File: src/rtl/uart_tx_arbiter.sv
// Round-robin scheduler that shares one UART transmit path among N_REQ requesters.
// Grants a requester, strobes the serializer once, waits for tx_done or a timeout, then idles.
module uart_tx_arbiter #(
    parameter int N_REQ      = 4,
    parameter int GAP_CYCLES = 1,
    parameter int TIMEOUT    = 16
) (
    input  logic                     baud_out_i,
    input  logic                     rst_i,
    input  logic [N_REQ-1:0]         req_i,
    input  logic [8*N_REQ-1:0]       req_data_i,
    input  logic [4*N_REQ-1:0]       req_cfg_i,
    input  logic                     tx_active_i,
    input  logic                     tx_done_i,
    output logic [7:0]               data_in_o,
    output logic [1:0]               parity_type_o,
    output logic                     stop_bits_o,
    output logic                     data_length_o,
    output logic                     send_o,
    output logic [N_REQ-1:0]         grant_o,
    output logic [$clog2(N_REQ)-1:0] cur_id_o,
    output logic [N_REQ-1:0]         ack_o,
    output logic                     err_o,
    output logic                     busy_o
);

    localparam int IDW = $clog2(N_REQ);
    localparam int CW  = $clog2(TIMEOUT);
    localparam int GW  = (GAP_CYCLES > 1) ? $clog2(GAP_CYCLES) : 1;
    localparam logic [N_REQ-1:0] ONE = {{(N_REQ-1){1'b0}}, 1'b1};

    typedef enum logic [1:0] {
        IDLE,
        LOAD,
        WAIT,
        GAP
    } state_e;

    state_e           state_q, state_d;
    logic [IDW-1:0]   ptr_q, ptr_d;
    logic [CW-1:0]    cnt_q, cnt_d;
    logic [GW-1:0]    gap_q, gap_d;
    logic [7:0]       data_q, data_d;
    logic [3:0]       cfg_q, cfg_d;
    logic [N_REQ-1:0] grant_q, grant_d;
    logic [IDW-1:0]   id_q, id_d;
    logic             send_q, send_d;
    logic [N_REQ-1:0] ack_q, ack_d;
    logic             err_q, err_d;

    logic [2*N_REQ-1:0] req_rot;
    logic               found;
    logic [IDW-1:0]     winner;
    logic [7:0]         data_sel;
    logic [3:0]         cfg_sel;

    // tx_active is status only; sequencing relies solely on tx_done.
    logic unused_tx_active;
    assign unused_tx_active = tx_active_i;

    // Rotating the doubled request vector puts the pointer position at bit 0.
    always_comb begin
        req_rot = {req_i, req_i} >> ptr_q;
        found   = 1'b0;
        winner  = '0;
        for (int i = 0; i < N_REQ; i++) begin
            if (!found && req_rot[i]) begin
                found  = 1'b1;
                winner = IDW'((int'(ptr_q) + i) % N_REQ);
            end
        end
    end

    assign data_sel = 8'(req_data_i >> (8 * int'(winner)));
    assign cfg_sel  = 4'(req_cfg_i >> (4 * int'(winner)));

    always_comb begin
        state_d = state_q;
        ptr_d   = ptr_q;
        cnt_d   = cnt_q;
        gap_d   = gap_q;
        data_d  = data_q;
        cfg_d   = cfg_q;
        grant_d = grant_q;
        id_d    = id_q;
        send_d  = 1'b0;
        ack_d   = '0;
        err_d   = 1'b0;
        unique case (state_q)
            IDLE: begin
                if (found) begin
                    data_d  = data_sel;
                    cfg_d   = cfg_sel;
                    grant_d = ONE << winner;
                    id_d    = winner;
                    send_d  = 1'b1;
                    state_d = LOAD;
                    if (int'(winner) == N_REQ - 1) begin
                        ptr_d = '0;
                    end else begin
                        ptr_d = winner + 1'b1;
                    end
                end
            end
            LOAD: begin
                cnt_d   = '0;
                state_d = WAIT;
            end
            WAIT: begin
                if (tx_done_i || (cnt_q == CW'(TIMEOUT - 1))) begin
                    if (tx_done_i) begin
                        ack_d = ONE << id_q;
                    end else begin
                        err_d = 1'b1;
                    end
                    grant_d = '0;
                    gap_d   = '0;
                    if (GAP_CYCLES == 0) begin
                        state_d = IDLE;
                    end else begin
                        state_d = GAP;
                    end
                end else begin
                    cnt_d = cnt_q + 1'b1;
                end
            end
            GAP: begin
                if (gap_q == GW'(GAP_CYCLES - 1)) begin
                    state_d = IDLE;
                end else begin
                    gap_d = gap_q + 1'b1;
                end
            end
            default: state_d = IDLE;
        endcase
    end

    always_ff @(posedge baud_out_i or posedge rst_i) begin
        if (rst_i) begin
            state_q <= IDLE;
            ptr_q   <= '0;
            cnt_q   <= '0;
            gap_q   <= '0;
            data_q  <= '0;
            cfg_q   <= '0;
            grant_q <= '0;
            id_q    <= '0;
            send_q  <= 1'b0;
            ack_q   <= '0;
            err_q   <= 1'b0;
        end else begin
            state_q <= state_d;
            ptr_q   <= ptr_d;
            cnt_q   <= cnt_d;
            gap_q   <= gap_d;
            data_q  <= data_d;
            cfg_q   <= cfg_d;
            grant_q <= grant_d;
            id_q    <= id_d;
            send_q  <= send_d;
            ack_q   <= ack_d;
            err_q   <= err_d;
        end
    end

    assign data_in_o     = data_q;
    assign parity_type_o = cfg_q[3:2];
    assign stop_bits_o   = cfg_q[1];
    assign data_length_o = cfg_q[0];
    assign send_o        = send_q;
    assign grant_o       = grant_q;
    assign cur_id_o      = id_q;
    assign ack_o         = ack_q;
    assign err_o         = err_q;
    assign busy_o        = (state_q != IDLE);

endmodule

File: config.mk
export PLATFORM = sky130hd
export DESIGN_NAME = uart_tx_arbiter
export DESIGN_NICKNAME = d
export VERILOG_FILES = /design/src/rtl/uart_tx_arbiter.sv
export SDC_FILE = /design/constraint.sdc
export NUM_CORES = 1
export LEC_CHECK = 0
export BUFFER_PORTS_ARGS = -buffer_cell sky130_fd_sc_hd__buf_2
export CAP_MARGIN = 20
export CORE_MARGIN = 2
export CORE_UTILIZATION = 50
export DETAILED_ROUTE_END_ITERATION = 8
export GPL_TIMING_DRIVEN = 0
export PLACE_DENSITY = 0.87
export SLEW_MARGIN = 20
export SYNTH_ARGS = -nofsm -noshare
export SYNTH_HDL_FRONTEND = slang
export SYNTH_SLANG_ARGS = --single-unit
File: constraint.sdc
create_clock -name baud_out_i -period 5.5 [get_ports baud_out_i]
set_input_delay 0.275 -clock baud_out_i [delete_from_list [all_inputs] [get_ports baud_out_i]]
set_output_delay 0.275 -clock baud_out_i [all_outputs]
set_load 0.005 [all_outputs]
==> flow_summary_export.csv <==
group,metric,value,unit
place,dpl_cell_area,2210,um^2
global_routing,grt_overflow,0,
clock_network,max-clock-path-buffers,2,
synthesis,synth-edff-count,0,
pwr,seqPwrFrac,0.353,
critical_path,crit_arrival,2240,ps
floorplanning,start_util,0.523,
synthesis,synth_area_leaders,"dfrtp_1, mux2i_1, nand2_1",
synthesis,synth_area,1760,um^2
synthesis,synth_ff_type,"dfrtp_1",
sta,finalHoldViolCount,0,
synthesis,synth_cell_types,40,
synthesis,synthCells,167,
clock_network,path_clk_slew,100,ps
worst_hold_path,hold_class,"input port to async pin",
clock_network,postCtsHoldBufs,0,
critical_path,cp_cell_sequence,"inv_1, ha_1, buf_2, and2b_1, nand2_2, o211ai_1, o41ai_1",
detailed_routing,routed-via-count,1619,
run_status,outcome,"completed",
final_layout,final_common_cell,"buf_2",
pwr,combPwrFrac,0.516,
pwr,internal_power,647,uW
clock_network,post_cts_buffers,0,
place,portBuffers,79,
critical_path,crit_buf_inv,2,
clock_network,root_buffer,"clkbuf_4",
detailed_routing,ant_nets,0,
synthesis,synthArstFlopShare,1.00,
detailed_routing,wire_per_inst,13.9,um
synthesis,synth_area_leader_cell,"dfrtp_1",
detailed_routing,dr.pass1.iters,4,
clock_network,numCtsBuffers,5,
pwr,vdd_ir_drop_max,286,uV
pwr,p_per_area,482,nW/um^2
sta,setup_viol,0,
clock_network,insertion_delay,340,ps
floorplanning,num_rows,21,
pwr,p_sw_frac,0.410,
final_layout,drive_gt1_frac,0.409,
sta,min_period_over_period,0.365,
global_routing,grt_pass1_vias,1509,
global_routing,grt_pass1_wl,6910,um
final_layout,diodes,0,
floorplanning,core_region_area,3360,um^2
job,cap_viol_max_count,0,
detailed_routing,post-route-drc-count,0,
floorplanning,die_y,63.3,um
clock_network,h-tree-depth,2,
final_layout,area_growth_syn_to_layout,29.2,%
critical_path,critPathRequiredTime,5730,ps
final_layout,fin_util,0.676,
final_layout,nets,314,
global_routing,grt_usage,0.223,
sta,setup_tns,0,ps
place,hpwl,3130,um
pwr,p_clk_frac,0.131,
final_layout,multi_input_area,865,um^2
critical_path,endpoint_kind,"register",
place,gp_congestion,0.748,
detailed_routing,drt_iter0_drc,46,
critical_path,cp_top_family,"compound AO/OA/AOI/OAI gates",
final_layout,fill_cells,299,
sta,clock-skew-final,5.10,ps
pwr,power.total,1.10,mW
global_routing,grt_max_degree,33,
synthesis,syn_avg_cell_area,10.5,um^2
pwr,power_switching,450,uW
synthesis,ys_seq_area_frac,0.455,
clock_network,post_cts_resized,0,
clock_network,clock_sink_count,32,
final_layout,stdcell_area,2270,um^2
synthesis,synth_fp_nets,228,
critical_path,path_class,"register to register",
sta,rsz0062_at_grt,"false",
floorplanning,dieWidth,63.3,um
detailed_routing,vias_per_cell,5.40,
critical_path,critPathMaxStageDelay,430,ps
sta,slew_violations,0,
global_routing,antenna_found_initial,0,
pwr,power_leakage,1.24,nW
critical_path,slowest_stage,"o41ai_1",
sta,max_freq,0.498,GHz
clock_network,cts_tree,"built",
sta,finalCriticalPeriod,2010,ps
critical_path,setup.worst_path.start_class,"register",
sta,slew_headroom,0.565,
synthesis,synth_warnings,0,
floorplanning,dieArea,4010,um^2
floorplanning,pin_count,81,
synthesis,ys_ff_latch,32,
final_layout,mostFrequentLayoutCells,"buf_2, dfrtp_1, nand2_1",
synthesis,yosys.area.top_type_share,0.455,
sta,worstMarginPinSlew,650,ps
detailed_routing,routed_wl,4170,um
critical_path,worstPathMaxFanout,10,
final_layout,seqCellArea,801,um^2
[layout make-up]
type,count,area share
Inverter,9,0.0149
Sequential cell,32,0.352
Buffer,8,0.0264
Multi-Input combinational cell,118,0.380
Clock inverter,2,0.00440
Clock buffer,6,0.0226
Timing Repair Buffer,79,0.174
Tap cell,46,0.0253
[state kept, by name, indices dropped and copies added (netlist names), 2 cells and up]
signal and flops:
ptr_q 2, ack_o 4, cnt_q 4, state_q 2, data_in_o 8, grant_o 4, cfg_q 4, cur_id_o 2
[Yosys cell counts, types with 2 or more instances]
cell type	number
inv_2	2
mux2i_1	23
nand2b_1	3
and2b_1	2
o221ai_1	11
nand2_1	26
o21ai_0	5
a21oi_1	3
nor3b_1	4
nand3_1	5
ha_1	5
buf_6	3
nor2_1	6
dfrtp_1	32
o211ai_1	2
inv_1	7
buf_2	3
o21ai_1	3
[kinds of logic after synthesis]
group / count (synthesis) / share of synthesized area
AO/OA/AOI/OAI: 35 / 0.164
XOR/XNOR: 1 / 0.00498
adder cells (fa/ha/maj): 5 / 0.0356
buffers and inverters: 17 / 0.0533
flip-flops: 32 / 0.455
multiplexers: 24 / 0.137
AND/OR/NAND/NOR: 53 / 0.150
[final timing paths]
path | start | endpoint | slack [ps] | cells past startpoint
max in group asynchronous | rst_i | cfg_q[3] | 5080 | 2
worst min register to register | grant_o[2] | grant_o[2] | 490 | 2
worst max register to register | state_q[0] | grant_o[2] | 3490 | 7
worst min-delay path | rst_i | data_in_o[3] | 8 | 2
min in group baud_out_i | tx_done_i | ack_o[0] | 230 | 3
worst max-delay path | state_q[0] | grant_o[2] | 3490 | 7
[power by group through the flow]
stage | registers, mW | logic (mW) | clock network (mW)
finish | 0.387 | 0.565 | 0.143
CTS | 0.387 | 0.570 | 0.146
detailed placement | 0.390 | 0.564 | 0
global placement | 0.390 | 0.548 | 0
floorplan | 0.391 | 0.386 | 0
global route | 0.401 | 0.628 | 0.162
[worst reg2reg max path, stage by stage (launching register included)]
cell and delay (ps):
dfrtp_1 390, inv_1 90, ha_1 190, buf_2 170
and2b_1 210, nand2_2 130, o211ai_1 290, o41ai_1 430
[metal layers]
metal / track usage / part of all wire
met1: 0.268 / 0.42
met2: 0.375 / 0.51
met3: 0.0625 / 0.050
met4: 0.0924 / 0.024
met5: 0 / 0
[metrics by stage]
stage                     hold WS [ps]  worst slack, ps  cells
after global routing              36.7             3330    300
after global placement             457             3560    292
after floorplan                    391             3740    167
after detailed placement           410             3500    292
after CTS                         26.5             3470    300
final                             7.96             3490    300
No activity file was read; power rests on OpenSTA's default activity.
